`src/rtl/tone_noise_bank.sv`:
```
`default_nettype none
// ============================================================================
// Module      : tone_noise_bank
// Description : Bank of independent square-wave / LFSR-noise tone generators.
//               Each channel owns a divisor, a down-counter that ticks every
//               div+1 cycles, a square-wave phase bit and an 8-bit noise LFSR.
//               Outputs are registered one cycle after the channel state, and
//               active_count is the registered popcount of the outputs.
// Revision    : 1.0 - initial release
// ============================================================================
module tone_noise_bank #(
    parameter int CHANNELS   = 4,
    parameter int DIV_WIDTH  = 20,
    parameter int LFSR_WIDTH = 8,
    localparam int CNT_WIDTH = $clog2(CHANNELS + 1)
) (
    input  logic                 clk,
    input  logic                 reset,
    input  logic                 cfg_we,
    input  logic [3:0]           cfg_addr,
    input  logic [DIV_WIDTH-1:0] cfg_div,
    input  logic                 cfg_mode,
    input  logic                 cfg_en,
    output logic [CHANNELS-1:0]  out,
    output logic [CNT_WIDTH-1:0] active_count
);

    localparam logic [4:0]            c_NUM_CH    = 5'(CHANNELS);
    localparam logic [LFSR_WIDTH-1:0] c_LFSR_SEED = LFSR_WIDTH'(1);

    // Writes to addresses beyond the populated channels are dropped.
    logic                  w_addrOk;
    logic [CHANNELS-1:0]   w_outNext;
    logic [CNT_WIDTH-1:0]  w_popCount;

    assign w_addrOk = ({1'b0, cfg_addr} < c_NUM_CH);

    genvar i;
    generate
        for (i = 0; i < CHANNELS; i++) begin : g_chan
            logic [DIV_WIDTH-1:0]  r_div;
            logic                  r_mode;
            logic                  r_en;
            logic [DIV_WIDTH-1:0]  r_cnt;
            logic                  r_phase;
            logic [LFSR_WIDTH-1:0] r_lfsr;
            logic                  w_wrSel;
            logic                  w_fb;

            assign w_wrSel = cfg_we && w_addrOk && (cfg_addr == 4'(i));
            // Taps 8,6,5,4: maximal-length, so the all-zero state is unreachable
            assign w_fb    = r_lfsr[7] ^ r_lfsr[5] ^ r_lfsr[4] ^ r_lfsr[3];

            // Channel state: a config write beats a same-cycle tick, and a
            // write leaves phase and LFSR untouched.
            always_ff @(posedge clk) begin
                if (reset) begin
                    r_div   <= '0;
                    r_mode  <= 1'b0;
                    r_en    <= 1'b0;
                    r_cnt   <= '0;
                    r_phase <= 1'b0;
                    r_lfsr  <= c_LFSR_SEED;
                end else if (w_wrSel) begin
                    r_div  <= cfg_div;
                    r_mode <= cfg_mode;
                    r_en   <= cfg_en;
                    r_cnt  <= cfg_div;
                end else if (!r_en) begin
                    r_cnt <= r_div;
                end else if (r_cnt == '0) begin
                    r_cnt <= r_div;
                    if (r_mode) begin
                        r_lfsr <= {r_lfsr[LFSR_WIDTH-2:0], w_fb};
                    end else begin
                        r_phase <= ~r_phase;
                    end
                end else begin
                    r_cnt <= r_cnt - 1'b1;
                end
            end

            assign w_outNext[i] = r_en && (r_mode ? r_lfsr[0] : r_phase);
        end
    endgenerate

    // Population count of the registered output vector
    always_comb begin
        w_popCount = '0;
        for (int k = 0; k < CHANNELS; k++) begin
            w_popCount = w_popCount + CNT_WIDTH'(out[k]);
        end
    end

    // Output stage: out lags channel state by one cycle, active_count lags out
    always_ff @(posedge clk) begin
        if (reset) begin
            out          <= '0;
            active_count <= '0;
        end else begin
            out          <= w_outNext;
            active_count <= w_popCount;
        end
    end

endmodule
`default_nettype wire

```
`config.mk`:
```
export PLATFORM = sky130hd
export DESIGN_NAME = tone_noise_bank
export DESIGN_NICKNAME = d
export VERILOG_FILES = /design/src/rtl/tone_noise_bank.sv
export SDC_FILE = /design/constraint.sdc
export NUM_CORES = 1
export LEC_CHECK = 0
export BUFFER_PORTS_ARGS = -buffer_cell sky130_fd_sc_hd__buf_2
export CAP_MARGIN = 20
export CELL_PAD_IN_SITES_DETAIL_PLACEMENT = 1
export CELL_PAD_IN_SITES_GLOBAL_PLACEMENT = 1
export CORE_MARGIN = 2
export CORE_UTILIZATION = 25
export CTS_CLUSTER_DIAMETER = 40
export DETAILED_ROUTE_END_ITERATION = 8
export PLACE_DENSITY_LB_ADDON = 0.1
export REMOVE_ABC_BUFFERS = 1
export SETUP_SLACK_MARGIN = 0.2
export SYNTH_ARGS = -nofsm -noshare
export SYNTH_HDL_FRONTEND = slang
export SYNTH_SLANG_ARGS = --single-unit
```
`constraint.sdc`:
```
create_clock -name clk -period 3.02 [get_ports clk]
set_clock_uncertainty 0.05 [all_clocks]
set_input_delay 0.604 -clock clk [delete_from_list [all_inputs] [get_ports clk]]
set_output_delay 0.604 -clock clk [all_outputs]
set_load 0.01 [all_outputs]
```
Yosys cells after proc, flatten, opt, wreduce, memory -nomap -nowiden:

Index checks and enable logic that the tools add are counted.

* output and inout bits: 7
* logic and storage cells: 99
* bits of input ports: 29
* register bits: 211

* $lt $le $gt $ge: 1
* equality and inequality tests: 3
* reduce and logical (&&, ||, !) cells: 22
* bitwise operators: 24
* $add $sub $neg: 7
* mux-type cells: 16

Operators with widths (number)
* $mux W20: 12
* $logic_not A20 Y1: 4
* $sub A20 B1 Y20 const B: 4
* $reduce_and A4 Y1: 8
* $not A1 Y1: 12
* $xor A1 B1 Y1: 12
* $logic_and A1 B1 Y1: 9
* $eq A4 B2 Y1 const B: 2
* $eq A4 B1 Y1 const B: 1
* $logic_not A4 Y1: 1
* $lt A4 B3 Y1 const B: 1
* $mux W1: 4
* $add A2 B1 Y3: 1
* $add A3 B1 Y3: 1
* $add A1 B1 Y2: 1

Logic depth before layout (Yosys ltp):

* word-level depth: 5
* mapped depth: 9
* mapped depth without buffers: 7

Least setup slack after synthesis:

Ideal clock, no wire load.

* path type: flip-flop to flip-flop
* start: register g_chan[1].r_cnt[0]
* end: register g_chan[1].r_cnt[18]
* path slack: 609 ps
* clock period less this slack: 2411 ps
* cell stages (with the launch flop): 8
* setup time: 122 ps
* arrival: 2239 ps
* data required time: 2848 ps
* cell sequence: dfxtp_1 -> inv_1 -> ha_1 -> or3b_2 -> nor4_1 -> nor3b_1 -> xor2_1 -> o32a_1

* longest elaborated chain between the ends: 4

Ends and longest elaborated chain
* from (decl): line 44 `logic [DIV_WIDTH-1:0] r_cnt;`
* from (signal assigned): line 68 `r_cnt <= cfg_div;`
* from (signal assigned): line 70 `r_cnt <= r_div;`
* from (signal assigned): line 72 `r_cnt <= r_div;`
* $sub A20 B1 Y20 or $logic_not A20 Y1 (tied branches): line 79, 71
* $mux W20 (*): line 71 `end else if (r_cnt == '0) begin`
* $mux W20 (*): line 69 `end else if (!r_en) begin`
* $mux W20 (*): line 64 `end else if (w_wrSel) begin`

Mark *: on every way between the ends. The rest lies on a longest branch, timed or not.
A chain may end at the register's enable or synchronous reset.

Worst setup path after layout:

* start: register g_chan[2].r_cnt[14]
* end: register g_chan[2].r_lfsr[0]

* longest elaborated chain between the ends: 2

Ends and longest elaborated chain
* from (decl): line 44
* from (signal assigned): line 68
* from (signal assigned): line 70
* from (signal assigned): line 72
* $logic_not A20 Y1: line 71
* $reduce_and A4 Y1 (no line)
* to (signal assigned): line 63 `r_lfsr <= c_LFSR_SEED;`
* to (signal assigned): line 74 `r_lfsr <= {r_lfsr[LFSR_WIDTH-2:0], w_fb};`
* to (decl): line 46 `logic [LFSR_WIDTH-1:0] r_lfsr;`

Every way passes these cells.

==> results.yml <==
logic_synthesis:
  ys_types: 59
  synth_edf_count: 0
  ys.flop_type: "dfxtp_1"
  synth_top_family_by_area: "simple AND/OR/NAND/NOR gates"
  avgSynthCellArea_um2: 9.07
  ys_ff_latch: 211
  synth_compound_area_frac: 0.145
  yosys.area_share.simple: 0.208
  synth_warnings: 0
  muxShareOfSynthArea: 0.0742
  synth_xor_area_frac: 0.0748
  synthAdderAreaFrac: 0.0157
  synthCells: 1019
  postSynth.asyncResetShare: 0
  netlist_area_mm2: 0.00925
  ys_seq_area_frac: 0.457
floorplan:
  start_util: 0.253
  io_pins: 36
  core_region_area_mm2: 0.0365
  dieWidth_um: 196
  num_rows: 70
  die_height_um: 196
  die_area_mm2: 0.0385
critical_path:
  cp_top_family: "simple AND/OR/NAND/NOR gates"
  cp_slowest_cell: "nor4_4"
  path_cells: "or4_4, or4_4, nor4_4, mux2i_1, nand2_1"
  crit_fanout: 8
  startpoint_type: "register"
  critPathArrivalTime_ps: 2900
  max_stage_delay_ps: 690
  crit_top_cell: "or4_4"
  crit_path_end_kind: "register"
  required_ps: 3350
  path_buf_inv: 0
  crit_type: "register to register"
sta:
  fin_setup_tns_ps: 0
  timing.fmax_mhz: 389
  slew_headroom: 0.374
  setup_viol: 0
  finalCritPeriodShare: 0.850
  hold_slack_ps: 359
  report.final.slew_viol_count: 0
  layout_min_cycle_time_ps: 2570
  rsz0062_at_grt: "no"
  tightest_slew_ps: 933
  finalHoldViolCount: 0
grt:
  grt_max_degree: 75
  grtUsageTotal: 0.167
  antenna_found_initial: 0
  overflow: 0
  grt_pass1_wl_um: 49100
  grt_pass1_vias: 8228
finish:
  syn_to_final_growth_pct: 26.3
  design_area_mm2: 0.0117
  fin_util: 0.320
  drive_above_1_share: 0.151
  layout.cells.non_filler: 1593
  nets: 1134
  antennaDiodeCount: 0
clock_network:
  clk_pin_slew_worst_paths_ps: 50
  cts-root-buf: "clkbuf_16"
  cts_buffer_depth: 3
  hold_buffers: 0
  h-tree-depth: 2
  cts_tree: "done"
  cts_buffers: 43
  postCtsSetupRepairBufs: 0
  ctsResizeCount: 0
  clk_latency_ps: 530
  cts_sinks: 211
detailed_routing:
  via_count: 7786
  wl_per_cell_um: 19.8
  wirelength_um: 31500
  drt_iter0_markers: 237
  postRouteAntennaNets: 0
  drc: 0
  viasPerCell: 4.89
  dr.pass1.iters: 4
placement:
  place_congestion: 0.720
  numPortBuffers: 35
  dp.cells: 1517
  dpl.hpwl_um: 21300
  placed_cell_area_mm2: 0.0102
power:
  p_leak_nw: 4.61
  cellPowerDensity_mw_per_mm2: 706
  ir_worst_vdd_uv: 394
flow_run:
  drv_cap: 0
run_status:
  status: "completed"
min_path:
  hold_path_class: "primary input to register"
## through the flow
step                worst slack [ps]  total power, W
floorplan                       -166         0.00323
global placement                 344         0.00350
detailed placement               322         0.00350
CTS                              403         0.00838
global route                     287         0.00858
finish                           453         0.00825
## synthesized netlist by cell type (all sizes together) (17+ instances only)
cell type,instances,area share
o21ai,19,0.010
xor2,26,0.025
nand2,125,0.051
nor4,26,0.026
nand3,26,0.014
nor3,20,0.011
dfxtp,211,0.46
inv,17,0.0069
nor2,118,0.048
clkbuf,44,0.018
a22o,19,0.018
mux2i,64,0.069
a21oi,75,0.041
xnor2,53,0.050
## layer usage
layer / vias up / share of wire / global-route usage
li1: 3788 / - / -
met1: 3853 / 0.47 / 0.218
met2: 93 / 0.47 / 0.282
met3: 52 / 0.031 / 0.0278
met4: 0 / 0.023 / 0.0469
met5: - / 0 / 0
## path summary, 6_finish.rpt
kind | from | to | slack (ps) | depth (start not counted)
max | g_chan[2].r_cnt[14]$_SDFF_PP0_ | g_chan[2].r_lfsr[0]$_SDFFE_PP1P_ | 450 | 5
min | reset | g_chan[3].r_lfsr[7]$_SDFFE_PP0P_ | 360 | 2
max reg2reg | g_chan[2].r_cnt[14]$_SDFF_PP0_ | g_chan[2].r_lfsr[0]$_SDFFE_PP1P_ | 450 | 5
min reg2reg | g_chan[3].r_div[10]$_SDFFE_PP0P_ | g_chan[3].r_div[10]$_SDFFE_PP0P_ | 410 | 2
## cells in the final DEF (no fill, tap or decap), drive strengths merged, types with 14 or more instances in the layout
cell / n
a22o: 19
inv: 17
nand3: 26
nor4: 26
dfxtp: 211
o21ai: 19
buf: 76
mux2i: 64
xor2: 26
nor2b: 14
nor3: 20
a221oi: 14
nor2: 118
a21oi: 75
clkbuf: 57
nand2: 125
xnor2: 53
## kinds of logic (layout without fill, tap and decap cells)
group	after synthesis	after routing
compound gates	200	200
xor+xnor	79	79
fa+ha+maj	11	11
buf+inv	63	169
flops	211	211
mux	68	68
simple gates	387	387
## flip-flops by register name, summed over array words and instances, names as in the netlist
register,count
g_chan.r_lfsr,32
out,4
g_chan.r_en,4
g_chan.r_div,80
g_chan.r_cnt,80
active_count,3
g_chan.r_mode,4
g_chan.r_phase,4
## cell type report
| type | instances | area (µm²) |
|---|---|---|
| clock buffers | 57 | 1230 |
| clock inverters | 19 | 238 |
| fillers | 4210 | 24800 |
| inverters | 17 | 63.8 |
| multi-input cells | 745 | 4810 |
| flip-flops and latches | 211 | 4220 |
| well taps | 468 | 586 |
| repair buffers | 76 | 531 |
## where the power goes
group	internal [W]	total (W)	switching, W
Combinational	0.000216	0.000586	0.000370
Clock	0.00326	0.00481	0.00155
Sequential	0.00283	0.00285	0.0000249
Note: power is estimated with default switching activity, not from simulation.
